==> src/rtl/register_rename_map.sv <==
// Speculative arch-to-phys register map for the rename stage. Seeds and drives
// the downstream free list and supports a one-deep rollback of the last rename.
module register_rename_map #(
  parameter int NUM_ARCH_REGS = 32,
  parameter int NUM_PHYS_REGS = 64,
  localparam int AW = $clog2(NUM_ARCH_REGS),
  localparam int PW = $clog2(NUM_PHYS_REGS)
) (
  input  logic          clk,
  input  logic          rst,
  input  logic          rename_valid,
  input  logic [AW-1:0] rename_rs1,
  input  logic [AW-1:0] rename_rs2,
  input  logic [AW-1:0] rename_rd,
  input  logic          rename_uses_rd,
  output logic          rename_ready,
  output logic [PW-1:0] phys_rs1,
  output logic [PW-1:0] phys_rs2,
  output logic [PW-1:0] phys_rd,
  output logic [PW-1:0] prev_phys_rd,
  output logic          rename_allocated,
  input  logic          rollback,
  input  logic          retire_valid,
  input  logic [PW-1:0] retire_phys,
  output logic          fl_push,
  output logic          fl_potential_push,
  output logic          fl_pop,
  output logic          fl_rollback,
  output logic [PW-1:0] fl_data_in,
  input  logic          fl_valid,
  input  logic [PW-1:0] fl_data_out
);

  typedef enum logic {S_INIT, S_RUN} state_t;

  localparam logic [PW-1:0] ARCH_BASE = PW'(NUM_ARCH_REGS);
  localparam logic [AW-1:0] K_LAST    = AW'(NUM_ARCH_REGS - 1);

  state_t        state_q, state_d;
  logic [AW-1:0] k_q, k_d;
  logic          last_valid_q, last_valid_d;
  logic [AW-1:0] last_rd_q, last_rd_d;
  logic [PW-1:0] last_prev_q, last_prev_d;
  logic [PW-1:0] map_q [NUM_ARCH_REGS];

  logic alloc, run, accept, do_rb, init_push, ret_push;

  always_comb begin
    run          = (state_q == S_RUN) & ~rst;
    alloc        = rename_uses_rd & (rename_rd != '0);
    rename_ready = run & ~rollback & (fl_valid | ~alloc);
    accept       = rename_valid & rename_ready;
    do_rb        = run & rollback & last_valid_q;
    init_push    = (state_q == S_INIT) & ~rst;
    ret_push     = run & retire_valid;

    phys_rs1         = map_q[rename_rs1];
    phys_rs2         = map_q[rename_rs2];
    prev_phys_rd     = map_q[rename_rd];
    phys_rd          = fl_data_out;
    rename_allocated = alloc;

    fl_pop            = accept & alloc;
    fl_rollback       = do_rb;
    fl_push           = init_push | ret_push;
    fl_potential_push = fl_push;
    fl_data_in        = init_push ? (PW'(k_q) + ARCH_BASE) : retire_phys;
  end

  always_comb begin
    state_d      = state_q;
    k_d          = k_q;
    last_valid_d = last_valid_q;
    last_rd_d    = last_rd_q;
    last_prev_d  = last_prev_q;
    if (state_q == S_INIT) begin
      k_d = k_q + AW'(1);
      if (k_q == K_LAST) state_d = S_RUN;
    end
    // Rollback and accept are mutually exclusive since rename_ready masks rollback.
    if (do_rb) begin
      last_valid_d = 1'b0;
    end else if (accept) begin
      last_valid_d = alloc;
      if (alloc) begin
        last_rd_d   = rename_rd;
        last_prev_d = prev_phys_rd;
      end
    end
  end

  always_ff @(posedge clk) begin
    if (rst) begin
      state_q      <= S_INIT;
      k_q          <= '0;
      last_valid_q <= 1'b0;
      last_rd_q    <= '0;
      last_prev_q  <= '0;
    end else begin
      state_q      <= state_d;
      k_q          <= k_d;
      last_valid_q <= last_valid_d;
      last_rd_q    <= last_rd_d;
      last_prev_q  <= last_prev_d;
    end
  end

  // Map storage is not reset; INIT rewrites every entry with the identity map.
  always_ff @(posedge clk) begin
    if (init_push)   map_q[k_q]       <= PW'(k_q);
    else if (do_rb)  map_q[last_rd_q] <= last_prev_q;
    else if (fl_pop) map_q[rename_rd] <= fl_data_out;
  end

  always_ff @(posedge clk) begin
    if (!rst && state_q == S_INIT)
      assert (!retire_valid) else $error("retire_valid asserted during INIT");
  end

endmodule

==> config.mk <==
export PLATFORM = sky130hd
export DESIGN_NAME = register_rename_map
export DESIGN_NICKNAME = d
export VERILOG_FILES = /design/src/rtl/register_rename_map.sv
export SDC_FILE = /design/constraint.sdc
export NUM_CORES = 1
export LEC_CHECK = 0
export CAP_MARGIN = 40
export CORE_MARGIN = 4
export CORE_UTILIZATION = 55
export CTS_CLUSTER_SIZE = 25
export DETAILED_ROUTE_END_ITERATION = 8
export PLACE_DENSITY = 0.79
export SLEW_MARGIN = 5
export SYNTH_ARGS = -nofsm -noshare
export SYNTH_HDL_FRONTEND = slang
export SYNTH_SLANG_ARGS = --single-unit
==> constraint.sdc <==
create_clock -name clk -period 4.4 [get_ports clk]
set_clock_uncertainty 0.05 [all_clocks]
set_input_delay 1.1 -clock clk [delete_from_list [all_inputs] [get_ports clk]]
set_output_delay 1.1 -clock clk [all_outputs]
set_load 0.02 [all_outputs]
Word level (Yosys, flattened, before mapping). Memory sizes are Yosys's and may differ from the RTL's. Cells that the tools add are included.

Flip-flop bits (word level): 18. RAM bits: 192. Input port bits: 34. Output and inout port bits: 36. Word-level logic and storage cells: 49. Memories kept: 1.

Add/subtract/negate cells: 2. Equal/unequal tests: 1. Mux-type cells: 18. Bitwise logic cells: 17. Reductions and logical operators: 5.

Memory list: map_q (words 32, bits a word 6, read ports 3, clocked after Yosys merged registers in 0, wr ports 1, line 44) `logic [PW-1:0] map_q [NUM_ARCH_REGS];`.

Operators by type and width (count): 6-bit 2-to-1 mux (3); 1-bit 2-to-1 mux (13); 6-bit OR reduction (2); 1-bit AND (10); 5-bit 2-to-1 mux (2); 5-bit by 6-bit adder with 6-bit output, second input constant (1); 5-bit by 1-bit adder with 5-bit output, second input constant (1); 5-bit equality test, second input constant (1); 1-bit NOT (5); 5-bit nonzero test (1); 3-bit AND reduction (1); 1-bit bitwise OR (2); 2-bit OR reduction (1).

Logic depth before layout (Yosys ltp). Gate-level depths: netlist of run 1.

Word-level depth: 13. Mapped depth: 9. Gate-level depth less buffers: 7.

Worst setup path before layout of run 1. OpenSTA, ideal clock, no wires.

Path type: in2out. From: input port rename_rs1[0]. To: output port phys_rs1[0]. Data arrival time: 2945 ps. Data required time: 3250 ps. Path slack: 305 ps. Stages on the path: 4. Path buffers: 1. Cell sequence: buf_1 mux4_2 mux4_2 mux2_2.

Word-level cells in the longest chain between the ends: 1.

Ends and longest elaborated chain: start, declared (line 12) `input logic [AW-1:0] rename_rs1,`; memory read 32 x 6 bit; end, declared (line 17) `output logic [PW-1:0] phys_rs1,`.

Every way passes these cells.

Final worst setup path of run 1.
From: input port rename_rs2[0]. To: output port phys_rs2[3].

Word-level cells in the longest chain between the ends: 1.

Ends and longest elaborated chain: start, declared (line 13) `input logic [AW-1:0] rename_rs2,`; memory read 32 x 6 bit; end, declared (line 18) `output logic [PW-1:0] phys_rs2,`.

Every way passes these cells.

==> results of run 1 <==
[cell usage in the layout, fill, tap and decap left out, types with 8 or more instances in the layout]
master                            synthesis  final
sky130_fd_sc_hd__edfxtp_1               192    192
sky130_fd_sc_hd__nand2_1                 59     59
sky130_fd_sc_hd__mux2_2                  17     17
sky130_fd_sc_hd__buf_4                    9     92
sky130_fd_sc_hd__clkbuf_16                0     22
sky130_fd_sc_hd__mux2i_1                102    102
sky130_fd_sc_hd__nor2_1                  50     50
sky130_fd_sc_hd__dlygate4sd2_1            0     18
sky130_fd_sc_hd__a21oi_1                 26     26
sky130_fd_sc_hd__buf_12                   0     13
sky130_fd_sc_hd__a22o_1                  11     11
sky130_fd_sc_hd__nand3_1                 22     22
sky130_fd_sc_hd__clkbuf_1                19      8
sky130_fd_sc_hd__dfxtp_1                 18     18
sky130_fd_sc_hd__mux4_2                 120    120
sky130_fd_sc_hd__clkdlybuf4s50_1          0     43
sky130_fd_sc_hd__a22oi_1                 19     19
[per-stage QoR]
stage | utilization (%) | instance area, sq um | setup WS, ps | total power [mW] | cells
finish | 67.1 | 14100 | 28.0 | 4.60 | 1203
global route | 67.0 | 14100 | 12.6 | 4.72 | 1202
CTS | 67.0 | 14100 | -143 | 4.59 | 1202
detailed placement | 63.9 | 13500 | -265 | 2.89 | 1162
global placement | 63.8 | 13500 | -244 | 2.88 | 1161
floorplan | - | 11800 | 305 | 2.61 | 777
[worst max-delay path: cells and delay by family]
family	cells	cell delay, ps
muxes	3	1440
buffers and inverters	3	670
[layer usage]
metal | wire length [um] | part of all wire (%) | global-route usage (%) | vias to the layer above
met4 | 1100 | 3.2 | 9.13 | 6
met5 | 45 | 0.13 | 0 | -
met2 | 16100 | 47 | 45.8 | 631
met3 | 4720 | 14 | 8.59 | 87
met1 | 12400 | 36 | 39.0 | 4156
li1 | - | - | - | 3435
[power by group through the flow]
| stage | Clock [mW] | Combinational, mW | Sequential [mW] |
|---|---|---|---|
| floorplan | 0 | 0.374 | 2.24 |
| global placement | 0 | 0.634 | 2.24 |
| detailed placement | 0 | 0.646 | 2.24 |
| CTS | 1.76 | 0.637 | 2.20 |
| global route | 1.84 | 0.674 | 2.20 |
| finish | 1.75 | 0.646 | 2.20 |
[final timing paths]
kind	to	slack, ps	cells after the start
setup / recovery	phys_rs2[3]	30	6
hold / removal	last_rd_q[2]	420	2
setup reg to reg	map_q[21][2]	1250	8
hold reg to reg	last_rd_q[2]	420	2
[final cells by class]
type                            count  area, sq um  share of cell area, %
Multi-Input combinational cell    498         5370                   38.0
Antenna cell                        1         2.50                 0.0177
Inverter                            6         25.0                  0.177
Sequential cell                   210         6130                   43.3
Clock inverter                     10         88.8                  0.628
Tap cell                          275          344                   2.43
Timing Repair Buffer              173         1610                   11.4
Clock buffer                       30          581                   4.11
[logic make-up (layout without fill, tap and decap cells)]
group,count (synthesis),after routing,share of synthesized area [%]
XOR/XNOR,3,3,0.223
other,0,1,0
multiplexers,239,239,33.2
AND/OR/NAND/NOR,168,168,6.49
AO/OA/AOI/OAI,86,86,4.99
flip-flops,210,210,52.0
adder cells (fa/ha/maj),2,2,0.212
buffers and inverters,69,219,2.93
[sequential cells by signal, summed over array words and instances (netlist names)]
| name | cells |
|---|---|
| k_q | 5 |
| last_prev_q | 6 |
| last_rd_q | 5 |
| last_valid_q | 1 |
| map_q | 192 |
| state_q | 1 |
[repair_timing]
| item | in CTS | in global routing |
|---|---|---|
| gates resized for setup | 22 | 4 |
| hold buffers | 0 | 0 |
| setup endpoints to repair | 19 | 7 |
==> results.md, run 1 <==
- The final wirelength is 34400 um.
- Counting flops with an async set or reset pin after synthesis yields a share of 0%.
- Setup repair after global routing left no endpoint under its margin.
- The cell at the slowest stage of the critical path is sky130_fd_sc_hd__mux4_2.
- Among all flip-flop cells after synthesis, the most frequent one is sky130_fd_sc_hd__edfxtp_1.
- The critical path required time is 3250 ps.
- The signal on the critical path passes through buf_4, buf_12, mux4_2, mux4_2, mux2_2, dlygate4sd2_1.
- After detailed routing, the number of remaining DRC violations is 0.
- The run finished with clean final reports.
- The critical path is of the primary input to output port type.
- The CTS H-tree depth is 1.
- At the end of the flow, the number of nets in the layout was 947.
- Across the run, the number of max-cap violations was 0.
- The number of nets handed over by synthesis was 813.
- The post-detailed-route wirelength per cell is 28.6 um.
- The number of nets with antenna violations after detailed routing is 0.
- For this design the top-level I/O count stands at 70.
- The maximum achievable frequency is 229 MHz.
- The number of placement rows is 53.
- After the first detailed-routing iteration, the DRC count stood at 977.
- The distinct cell type count of the synthesized netlist is 44.
- The overall routing resource usage is 28.9%.
- For this run, the slowest stage of the critical path takes 560 ps.
- Along the worst path, the maximum fanout reaches 12.
- The first global-routing pass estimated 51600 um of wire.
- Buffers added to address setup during post-CTS repair amount to 0.
- The switching power is 1.11 mW.
- Sequential cells burn 47.9% of the power.
- The worst setup path is captured at an output port.
- The total number of vias is 8315.
- After synthesis the netlist holds a flip-flop and latch count of 210.
- The count of flip-flops with a built-in enable after synthesis is 192.
- The area of the core is 21100 sq um.
- Of the post-synthesis cell area, the dominant cell type holds 48.9%.
- In this run the most critical hold path is launched from last_rd_q[2].
- The fraction of power spent switching nets is 24.2%.
- The clock period minus final worst setup slack is 4370 ps.
- Summed over all cells, the static leakage comes to 5.04 nW.
- The beginning of the worst register-to-register path is state_q.
- The worst setup path is launched from a primary input.
- The most critical setup path has its startpoint at rename_rs2[0].
- During synthesis, Yosys emitted a total of 0 warnings.
- The clock input transition at the sequential cells of the worst setup and hold paths is 60 ps.
- In this run the cell area of the synthesized design comes to 11800 sq um.
- In the post-synthesis netlist, the cell with the most instances is sky130_fd_sc_hd__edfxtp_1.
- The via count of the first global-routing pass came to 8287.
- The number of max-slew violations in the final report is 0.
- The worst slew margin relative to its limit is 46.9%.
- The transition time of the tightest slew-check pin is 793 ps.
- Fill cells in the final layout number 1416.
- The average cell area after synthesis is 15.2 sq um.
- Summed over all failing endpoints, the final setup total negative slack is 0 ps.
- The maximum buffer depth of the clock tree is 3.
- Summing the sequential cell areas from Yosys gives 52.0% of the chip area.
- The gate count of the mapped netlist is 777.
- Relative to the synthesized area, the layout overhead comes to 19.9%.
- Entering global routing, the biggest net connects 33 pins.
- The clock tree from TritonCTS is built.
- The internal cell power is 3.48 mW.
- The initial standard-cell utilization of the core is 55.9%.
- The half-perimeter wire length of the detailed placement result is 25100 um.
- The aggregate global routing overflow is 0.
- Measured along the x axis, the die boundary spans 154 um.
- The number of antenna violations at the first check in global routing came to 4.
- The height of the die is 154 um.
- The biggest area contributor in the post-synthesis netlist is sky130_fd_sc_hd__edfxtp_1.
- The number of buffers created by CTS is 22.
- The cell repeated most along the worst path is sky130_fd_sc_hd__mux4_2.
- The worst-case IR drop observed on VDD is 281 uV.
- The die area is 23800 sq um.
- Setup violations remaining at the end of the flow were counted as 0.
- The clock insertion delay at the later pin of the skew report is 510 ps.
- The ratio of final minimum period to clock period is 99.4%.
- By area the synthesized netlist is led by sky130_fd_sc_hd__edfxtp_1 49%, sky130_fd_sc_hd__mux4_2 23%, sky130_fd_sc_hd__mux2i_1 8.7%, sky130_fd_sc_hd__dfxtp_1 3.1%, sky130_fd_sc_hd__nand2_1 1.9%.
- The last weighted congestion value of the routability-driven placer is 0.955.
- The ratio of cells with drive above 1 in the final layout is 31.3%.
- After synthesis, the most frequently instantiated cells are 192 x sky130_fd_sc_hd__edfxtp_1, 120 x sky130_fd_sc_hd__mux4_2, 102 x sky130_fd_sc_hd__mux2i_1, 59 x sky130_fd_sc_hd__nand2_1, 50 x sky130_fd_sc_hd__nor2_1.
- The root buffer selected by CTS is sky130_fd_sc_hd__clkbuf_16.
- The worst min-delay path class is flop to flop.
- In this run the tool buffered the top-level ports with 69 buffer cells.
- The number of vias per cell is 6.91.
- The total power density per cell area is 325 nW/um^2.
- The hold violation count in the final report is 0.
- Hold is met by 416 ps.
- The combinational fraction of design power is 14.0%.
- STA puts the critical path data arrival time at 3220 ps.
- The number of clock sinks seen by CTS is 210.
- In this run, the clock network consumes 38.1% of the power.
- Before antenna repair, the detailed router went through 5 iterations.
No activity file was read; power rests on OpenSTA's default activity.
==> inputs of run 2 (changes only) <==
CORE_ASPECT_RATIO = 0.6   (was not set)
CTS_CLUSTER_SIZE = 8   (was 25)
==> results.md, run 2 (synthesis results as in run 1) <==
- The post-route netlist has 31.8% of its cells at a drive strength greater than 1.
- The number of clock sinks seen by CTS is 210.
- After clock tree synthesis, the setup repair step added 0 buffers.
- Among the stages of the critical path, the cell type that occurs most often is sky130_fd_sc_hd__clkdlybuf4s50_1.
- The analysis attributes to cell leakage a power of 5.19 nW.
- The worst min-delay path class is flop to flop.
- The number of vias per cell is 7.02.
- The global-route wire length before repair is 55600 um.
- The beginning of the worst register-to-register path is state_q.
- The number of ports placed on the die boundary is 70.
- The number of flip-flops under the largest register name is 192.
- Traced cell by cell, the critical path runs through clkdlybuf4s50_1, or2_2, buf_4, o2111ai_4, inv_4, clkdlybuf4s50_1.
- The clock input transition at the sequential cells of the worst setup and hold paths is 50 ps.
- The transition time of the tightest slew-check pin is 843 ps.
- The number of placement rows is 41.
- In the layout the commonest cells are 192 x sky130_fd_sc_hd__edfxtp_1, 120 x sky130_fd_sc_hd__mux4_2, 103 x sky130_fd_sc_hd__buf_4.
- The leading cell type in the layout, fill and taps excluded is sky130_fd_sc_hd__edfxtp_1.
- The maximum achievable frequency is 230 MHz.
- The number of antenna violations at the first check in global routing is 0.
- The maximum buffer depth of the clock tree is 3.
- The floorplan step set the die height to 121 um.
- The worst setup path is captured at an output port.
- The worst slew margin relative to its limit is 43.6%.
- The delay of the slowest cell on the worst path is 570 ps.
- At the end of routability-driven placement, the weighted congestion stood at 0.993.
- The first-pass iteration count of the detailed router is 6.
- Across the VDD grid, the largest voltage drop is 293 uV.
- In this run the most critical hold path is launched from last_rd_q[2].
- The clock insertion delay at the later pin of the skew report is 540 ps.
- On the final layout, the worst hold slack is 406 ps.
- The largest fanout on the critical path is 8.
- The number of max-slew violations in the final report is 0.
- The overall routing resource usage is 31.6%.
- The cell at the slowest stage of the critical path is sky130_fd_sc_hd__clkdlybuf4s50_1.
- After detailed placement, the design holds a cell count of 1179.
- In this run the number of H-tree levels came out at 1.
- The post-route DRC violation count is 0.
- The count of nets left with antenna violations once routing finished came out at 0.
- The relative area change from synthesis to final layout is 22.5%.
- The number of antenna cells inserted is 0.
- The hold violation count in the final report is 0.
- The via count of the first global-routing pass is 8692.
- The critical path startpoint category is a primary input.
- TritonCTS created 30 clock buffers.
- Once detailed placement completed, the half-perimeter wirelength came to 27600 um.
- The total number of vias is 8674.
- In the finished design, the share of the clock period the worst path needs comes to 99.0%.
- The routed design has 37200 um of wire.
- Port buffering added 69 buffers.
- For the final routed database, the setup TNS stands at 0 ps.
- The cts-stage hold buffer count is 0.
- TritonCTS built the clock tree.
- The post-detailed-route wirelength per cell is 30.1 um.
- Excluding fillers, the count of instances in the completed layout stands at 1235.
- Data arrives at the worst endpoint at 3210 ps.
- The run finished with clean final reports.
- The tree is rooted in a sky130_fd_sc_hd__clkbuf_16.
- The largest registers in the layout are map_q (192), last_prev_q (6).
- Across the run, the number of max-cap violations was 0.
- The clock period minus final worst setup slack is 4360 ps.
- The net count of the finished layout is 968.
- The setup path with the least slack is of type primary input to output port.
- The pin count of the biggest net entering global routing is 37.
- Counting flops per register, the top entry is map_q.
- The aggregate global routing overflow is 0.
- The die area is 23900 sq um.
- The core region is 21000 sq um.
- Setup repair after global routing left no endpoint under its margin.
- The number of resized instances in the post-cts repair step is 23.
- For this design the ratio of total power to cell area is 344 nW/um^2.
- For this configuration, the core starts out at a cell density of 56.1%.
- The most critical setup path has its startpoint at rename_rd[3].
- Setup violations remaining at the end of the flow were counted as 0.
- The die is 197 um wide.
- In this run, the number of DRC markers left after iteration 0 of detailed routing was 1318.
- The critical path required time is 3250 ps.
run 2: changes by cell type in the layout (fill, tap and decap cells not counted), moves of 3 or more:
| cell | delta |
|---|---|
| sky130_fd_sc_hd__buf_4 | +11 |
| sky130_fd_sc_hd__clkbuf_1 | +16 |
| sky130_fd_sc_hd__clkbuf_16 | +9 |
| sky130_fd_sc_hd__clkinv_1 | -3 |
| sky130_fd_sc_hd__clkinv_2 | -3 |
run 2: layout make-up:
cell class / count / area (sq um)
clock buffers: 55 / 866
repair buffers: 186 / 1720
inverters: 6 / 25.0
fillers: 1382 / 6590
clock inverters: 1 / 8.76
well taps: 279 / 349
flip-flops and latches: 210 / 6130
multi-input cells: 498 / 5360
run 2: power by group:
part / internal, mW / total (mW) / leakage, nW / switching [mW]
clock: 1.30 / 2.12 / 0.414 / 0.812
sequential: 2.19 / 2.21 / 1.86 / 0.0155
combinational: 0.309 / 0.645 / 2.92 / 0.337
total: 3.80 / 4.97 / 5.19 / 1.16
run 2: through the flow:
stage / utilization, % / total power, mW / worst slack (ps) / area [sq um]
final: 68.7 / 4.97 / 43.2 / 14400
after global routing: 68.7 / 5.13 / 3.36 / 14400
after CTS: 68.7 / 4.98 / 42.3 / 14400
after detailed placement: 64.6 / 2.89 / -191 / 13600
after global placement: 64.5 / 2.87 / -154 / 13600
after floorplan: - / 2.61 / 305 / 11800
run 2: path summary, 6_finish.rpt:
path	endpoint	slack, ps	depth (start not counted)
max	fl_pop	40	6
min	last_rd_q[2]	410	2
max reg2reg	map_q[5][2]	1190	10
min reg2reg	last_rd_q[2]	410	2
run 2: worst max-delay path, delay by kind of cell:
kind / cells / cell delay, ps
buffers and inverters: 4 / 1340
AND/OR/NAND/NOR: 1 / 480
AO/OA/AOI/OAI: 1 / 280
run 2: layer usage:
metal	vias to the layer above	routed length [um]	global-route usage, %
li1	3481	-	-
met4	0	1090	7.49
met2	776	16100	46.1
met1	4311	13900	45.0
met3	106	6090	12.8
met5	-	0	0
